===== src/rtl/mtsp_gscs_counter.sv =====
// mtsp_gscs_counter: four X/Y/Z/W scratch coordinate counters with programmable wrap limits
// and optional carry chaining X->Y->Z->W; lane i occupies bits [i*CW +: CW] of each bus.
module mtsp_gscs_counter #(
    parameter int CW = 8
) (
    input  logic            CLK,
    input  logic            nRST,
    input  logic            EN,
    input  logic [3:0]      GSCs_RST,
    input  logic [3:0]      GSCs_INC,
    input  logic [3:0]      CHAIN,
    input  logic [3:0]      LIMIT_WE,
    input  logic [4*CW-1:0] LIMIT_DATA,
    output logic [4*CW-1:0] GSCs,
    output logic [3:0]      GSCs_WRAP
);
    logic [3:0][CW-1:0] cnt, lim, base, nxt, limit_data;
    logic [3:0] inc, wrap, wrap_q;
    logic carry;

    assign limit_data = LIMIT_DATA;
    assign GSCs       = cnt;
    assign GSCs_WRAP  = wrap_q;

    // carry ripples lane to lane within the cycle; lane X never sees one
    always_comb begin
        carry = 1'b0;
        for (int i = 0; i < 4; i++) begin
            base[i] = GSCs_RST[i] ? '0 : cnt[i];
            inc[i]  = GSCs_INC[i] | (CHAIN[i] & carry);
            wrap[i] = inc[i] & (base[i] >= lim[i]);
            nxt[i]  = !inc[i] ? base[i] : (wrap[i] ? '0 : base[i] + CW'(1));
            carry   = wrap[i];
        end
    end

    always_ff @(posedge CLK or negedge nRST) begin
        if (!nRST) begin
            cnt    <= '0;
            lim    <= '1;
            wrap_q <= '0;
        end else begin
            if (EN) cnt <= nxt;
            wrap_q <= EN ? wrap : 4'b0;
            for (int i = 0; i < 4; i++)
                if (LIMIT_WE[i]) lim[i] <= limit_data[i];
        end
    end
endmodule


===== config.mk =====
export PLATFORM = sky130hd
export DESIGN_NAME = mtsp_gscs_counter
export DESIGN_NICKNAME = d
export VERILOG_FILES = /design/src/rtl/mtsp_gscs_counter.sv
export SDC_FILE = /design/constraint.sdc
export NUM_CORES = 1
export LEC_CHECK = 0
export CORE_AREA = 2 2 145 91
export DETAILED_ROUTE_END_ITERATION = 8
export DIE_AREA = 0 0 147 93
export DONT_BUFFER_PORTS = 1
export MAX_ROUTING_LAYER = met4
export PLACE_DENSITY_LB_ADDON = 0.05
export RECOVER_POWER = 50
export SLEW_MARGIN = 40
export SYNTH_ARGS = -nofsm -noshare
export SYNTH_HDL_FRONTEND = slang
export SYNTH_SLANG_ARGS = --single-unit
export TNS_END_PERCENT = 100

===== constraint.sdc =====
create_clock -name CLK -period 5.2 [get_ports CLK]
set_input_delay 1.04 -clock CLK [delete_from_list [all_inputs] [get_ports CLK]]
set_output_delay 1.04 -clock CLK [all_outputs]
set_load 0.02 [all_outputs]

==> impl_metrics.tcl, run 1 <==
set metrics [dict create \
    status "completed" \
    synthAdderAreaFrac_pct 10.4 \
    switching_share_pct 26.5 \
    min_period_ns 3.24 \
    final_nets 539 \
    cts_buffer_depth 2 \
    antenna_found_initial 0 \
    io_pins 87 \
    combinationalPowerShare_pct 12.4 \
    start_util_pct 34.0 \
    dp_worst_setup_slack_ns 1.63 \
    critPathRequiredTime_ns 5.42 \
    setup_ws_ns 1.96 \
    leakagePower_uw 0.00213 \
    postCtsSetupBuffers 0 \
    cpLargestDelayFamily "compound AO/OA/AOI/OAI gates" \
    end_kind "register" \
    cp_max_fo 12 \
    ys_types 58 \
    maxSlewHeadroom_pct 49.9 \
    grtUsageTotal_pct 16.2 \
    fp.coreArea_um2 12400 \
    syn_to_final_growth_pct 11.2 \
    cts_tree "done" \
    cp_num_buf_inv 0 \
    power.switching_uw 405 \
    yosys_warnings 0 \
    first_pass_iters 4 \
    ys_seq_area_share_pct 41.3 \
    tightest_slew_ns 0.751 \
    synthXorXnorAreaFrac_pct 0.208 \
    synth_compound_area_share_pct 19.9 \
    fin_setup_tns_ns 0 \
    rsz0062_at_grt "no" \
    die_y_um 93 \
    slew_viol_final 0 \
    max_cap_viol_count 0 \
    grt_pass1_vias 3070 \
    syn_avg_cell_area_um2 9.21 \
    grt_start_max_net_pins 69 \
    die_x_um 147 \
    routedWlPerCell_um 16.7 \
    clockRootBuffer "clkbuf_16" \
    worstPathCellList "nor2b_1 > ha_1 > a2111o_1 > a31oi_1 > o21ai_0 > a41oi_1 > o21ai_2 > nor3b_4 > a32o_1" \
    min_path_type "in -> async" \
    cts_resized 0 \
    drt_iter0_markers 154 \
    worstSetupStartpointType "primary input" \
    fmax_mhz 309 \
    worstSetupPathType "in -> reg" \
    diodes 0 \
    seqPwrFrac_pct 43.0 \
    synthFlopType "dfrtp_1" \
    async_flop_share_pct 100 \
    hold_viol 0 \
    clock_sinks 68 \
    holdWs_ns 0.398 \
    fin_crit_sh_pct 62.3 \
    ant_nets 0 \
    drc 0 \
    ys_ff_latch 68 \
    gp_congestion 0.788 \
    syn_area_um2 4220 \
    irDropWorstVdd_v 0.000150 \
    portBuffers 0 \
    p_int_uw 1120 \
    holdBufCountCts 0 \
    grt_pass1_wl_um 16900 \
    synth-simple-area-share_pct 20.6 \
    skew_ns 0.0100 \
    synth_mux_area_share_pct 2.05 \
    place_hpwl_um 7680 \
    vias 3255 \
    clk_latency_ns 0.33 \
    synth_top_family_by_area "simple AND/OR/NAND/NOR gates" \
    powerDensity_nw_per_um2 326 \
    syn-num-nets 544 \
    slowest_stage "a2111o_1" \
    drt_wl_total_um 10500 \
    fin_area_um2 4690 \
    utilization_pct 37.8 \
    die_area_um2 13700 \
    cp.arrival_ns 3.46 \
    final-setup-viol-count 0 \
    max_stage_delay_ns 0.42 \
    synth-edff-count 0 \
    grt_remaining_overflow 0 \
    htreeDepth 3 \
    synthCells 458 \
    cts_buffers 9 \
    core.rowCount 32 \
    path_clk_slew_ns 0.06 \
    vias_per_cell 5.18 \
    placed_cell_area_um2 4360 \
    clkPwrFrac_pct 44.6 \
    drive_above_1_share_pct 13.5 \
]
power groups by stage:
stage	combinational [uW]	sequential (uW)	clock, uW
floorplan	166	653	0
global placement	187	667	0
detailed placement	190	668	0
CTS	192	659	705
global route	217	666	732
finish	189	657	682
path summary, 6_finish.rpt:
kind	start	end	slack [ns]	depth (start not counted)
worst max-delay path	GSCs_RST[2]	GSCs[26]	1.96	9
worst min-delay path	nRST	GSCs[19]	0.40	0
worst max register to register	GSCs[21]	GSCs[26]	2.08	9
worst min register to register	lim[13]	lim[13]	0.51	2
max in group asynchronous	nRST	lim[6]	4.60	0
min in group CLK	lim[13]	lim[13]	0.51	2
per-layer routing:
layer  share of wire [%]  vias to the layer above  track usage (%)
li1                    -                     1626                -
met1                  51                     1554             22.7
met4                0.16                        0             3.61
met3                 7.5                        2             6.68
met5                   0                        -                -
met2                  41                       73             21.8
synth_stat cells, drive strengths merged, types with 2 or more instances:
library cell	instances	area [um2]
a21o	8	60.1
a21oi	12	75.1
a22o	4	35.0
a31oi	5	31.3
a32o	7	70.1
and2	3	18.8
and3	12	75.1
buf	2	16.3
clkbuf	14	52.6
dfrtp	36	901
dfstp	32	841
ha	35	438
inv	44	165
mux2	5	56.3
mux2i	3	30.0
nand2	54	203
nand2b	18	113
nand3	13	65.1
nand3b	2	15.0
nand4	7	43.8
nand4b	2	17.5
nor2	15	56.3
nor2b	24	150
nor3	7	35.0
nor3b	2	31.3
nor4	2	18.8
o211ai	4	30.0
o21ai	50	258
o21bai	2	15.0
o221ai	2	17.5
o22ai	5	31.3
o2bb2ai	3	26.3
o311a	2	20.0
o31ai	5	37.5
or3	2	12.5
metrics by stage:
stage / power (uW) / cells
final: 1530 / 628
after global routing: 1610 / 628
after CTS: 1560 / 628
after detailed placement: 858 / 612
after global placement: 854 / 612
after floorplan: 818 / 458
layout make-up:
| cell class | count | area, um2 |
|---|---|---|
| tap | 170 | 213 |
| clock inverter | 3 | 68.8 |
| fill | 1250 | 7720 |
| multi-input combinational | 330 | 2240 |
| clock buffer | 13 | 260 |
| inverter | 44 | 165 |
| sequential | 68 | 1740 |
cell families after synthesis:
logic type      Yosys count
buf+inv                  60
compound gates          121
fa+ha+maj                35
xor+xnor                  1
flops                    68
mux                       8
simple gates            165
cell usage in the layout (no fill, tap or decap), types with 3 or more instances in the layout:
cell type  instances
a31oi_1            5
a21oi_1           10
o211ai_1           4
o22ai_1            5
inv_1             43
nor2b_1           24
dfrtp_1           36
nand2b_1          18
ha_1              35
and2_1             3
dfstp_2           32
mux2i_1            3
nand3_1           13
nor3_1             7
o21ai_0           47
nor2_1            15
mux2_2             5
o31ai_1            5
nand2_1           54
a21o_1             8
o2bb2ai_1          3
a32o_1             7
clkbuf_16          9
and3_1            12
nand4_1            7
a22o_1             4
flip-flops by register name, summed over array words and instances (netlist names):
| signal | flops |
|---|---|
| GSCs_WRAP | 4 |
| lim | 32 |
| GSCs | 32 |
(Power assumes the default switching activity.)
==> inputs of run 2 (changes only) <==
==> constraint.sdc (replaced) <==
create_clock -name CLK -period 2.8 [get_ports CLK]
set_input_delay 0.56 -clock CLK [delete_from_list [all_inputs] [get_ports CLK]]
set_output_delay 0.56 -clock CLK [all_outputs]
set_load 0.02 [all_outputs]
==> impl_metrics.tcl, run 2 (synthesized netlist as in run 1, its figures left out) <==
set metrics [dict create \
    path_clk_slew_ns 0.06 \
    die_x_um 147 \
    drt_wl_total_um 11200 \
    first_pass_iters 5 \
    cp-endpoint "GSCs[26]" \
    grt_pass1_vias 3382 \
    place_hpwl_um 8160 \
    grt_remaining_overflow 0 \
    final_common_cell "nand2_1" \
    drt_iter0_markers 174 \
    rr_startpoint "lim[21]" \
    utilization_pct 39.9 \
    leakagePower_uw 0.00233 \
    fin_crit_sh_pct 95.8 \
    powerDensity_nw_per_um2 549 \
    fp.coreArea_um2 12400 \
    rr_worst_depth 9 \
    min_path_type "in -> async" \
    die_area_um2 13700 \
    clk_latency_ns 0.34 \
    diodes 0 \
    tightest_slew_ns 2.21 \
    die_y_um 93 \
    worstPathCellList "inv_1 > ha_1 > a2111o_1 > a31oi_1 > o21ai_0 > a41oi_1 > o21ai_2 > nor3b_4 > a32o_1" \
    cts_buffer_depth 2 \
    ant_nets 0 \
    crit_start "lim[21]" \
    layout_common_cells "nand2_1 (54), o21ai_0 (47), inv_1 (43), buf_4 (43), dfrtp_1 (36)" \
    clkPwrFrac_pct 38.5 \
    cts_tree "done" \
    cp.depth 9 \
    slowest_stage "dfstp_2" \
    grt_start_max_net_pins 37 \
    worstSetupStartpointType "register" \
    drive_above_1_share_pct 20.7 \
    portBuffers 0 \
    skew_ns 0.00930 \
    clockRootBuffer "clkbuf_16" \
    gp_congestion 0.778 \
    seqPwrFrac_pct 42.2 \
    grt_pass1_wl_um 18100 \
    slew_viol_final 37 \
    critPathRequiredTime_ns 3.03 \
    irDropWorstVdd_v 0.000286 \
    max_cap_viol_count 1 \
    worstSetupPathType "reg -> reg" \
    htreeDepth 3 \
    fin_setup_tns_ns 0 \
    final_nets 583 \
    holdWs_ns 0.0626 \
    routedWlPerCell_um 16.7 \
    fillers 1261 \
    max_stage_delay_ns 0.51 \
    antenna_found_initial 0 \
    core.rowCount 32 \
    reg2reg_slack_ns 0.12 \
    cpLargestDelayFamily "compound AO/OA/AOI/OAI gates" \
    end_kind "register" \
    clock_sinks 68 \
    min_period_ns 2.68 \
    grtUsageTotal_pct 17.6 \
    rsz0062_at_grt "no" \
    cts_buffers 9 \
    hold_viol 0 \
    start_util_pct 34.0 \
    drc 0 \
    combinationalPowerShare_pct 19.3 \
    final-setup-viol-count 0 \
    status "finished with violations" \
    power.switching_uw 778 \
    vias_per_cell 5.04 \
    failed_checks "capacitance limit, slew limit" \
    io_pins 87 \
    switching_share_pct 28.6 \
    fmax_mhz 373 \
    syn_to_final_growth_pct 17.6 \
    postCtsSetupBuffers 0 \
    cp_num_buf_inv 1 \
    vias 3389 \
    cp_max_fo 8 \
    cp.arrival_ns 2.91 \
    p_int_uw 1940 \
    maxSlewHeadroom_pct -47.5 \
    r2r-end "GSCs[26]" \
]
[run 2: cell count changes in the layout (fill, tap and decap cells not counted), sizes merged]
cell,before,now
buf,0,43
bufinv,2,0
clkinv,1,3
clkbuf,13,14
[run 2: metrics by stage]
step	power, uW	cells	instance area (um2)	setup slack [ns]
global placement	1670	655	4690	-0.00240
finish	2720	672	4960	0.116
detailed placement	1680	655	4690	-0.0148
CTS	2780	672	4970	0.114
floorplan	1520	458	4220	0.0133
global route	2880	672	4960	0.0116
[run 2: how the worst min path moves through the flow]
stage	from	end	slack [ns]	depth (start not counted)
CTS	nRST	lim[13]	0.05	0
floorplan	nRST	GSCs[0]	0.26	0
global route	nRST	lim[6]	0.05	0
detailed placement	nRST	GSCs[13]	0.27	0
global placement	nRST	GSCs[13]	0.27	0
finish	nRST	lim[13]	0.06	0
[run 2: timing repair]
item	4_1_cts	5_1_grt
gates resized for setup	0	1
setup endpoints to repair	0	2
endpoints found under the hold margin	36	0
hold buffers	1	0
[run 2: metal layers]
layer / GRT usage [%] / part of all wire [%]
met1: 23.9 / 50
met2: 24.6 / 41
met3: 6.34 / 7.3
met4: 5.05 / 1.1
met5: - / 0
[run 2: final cells by class]
| type | instances | area (um2) | area share (%) |
|---|---|---|---|
| clock inverters | 3 | 15.0 | 0.303 |
| inverters | 44 | 165 | 3.33 |
| clock buffers | 13 | 250 | 5.05 |
| repair buffers | 44 | 327 | 6.59 |
| flip-flops and latches | 68 | 1740 | 35.1 |
| well taps | 170 | 213 | 4.29 |
| multi-input cells | 330 | 2250 | 45.3 |
[run 2: power by group through the flow]
stage,combinational [uW],sequential (uW),clock (uW)
2_1_floorplan,308,1210,0
3_3_place_gp,503,1160,0
3_5_place_dp,513,1170,0
4_1_cts,533,1150,1090
5_1_grt,592,1160,1120
6_report,526,1150,1050
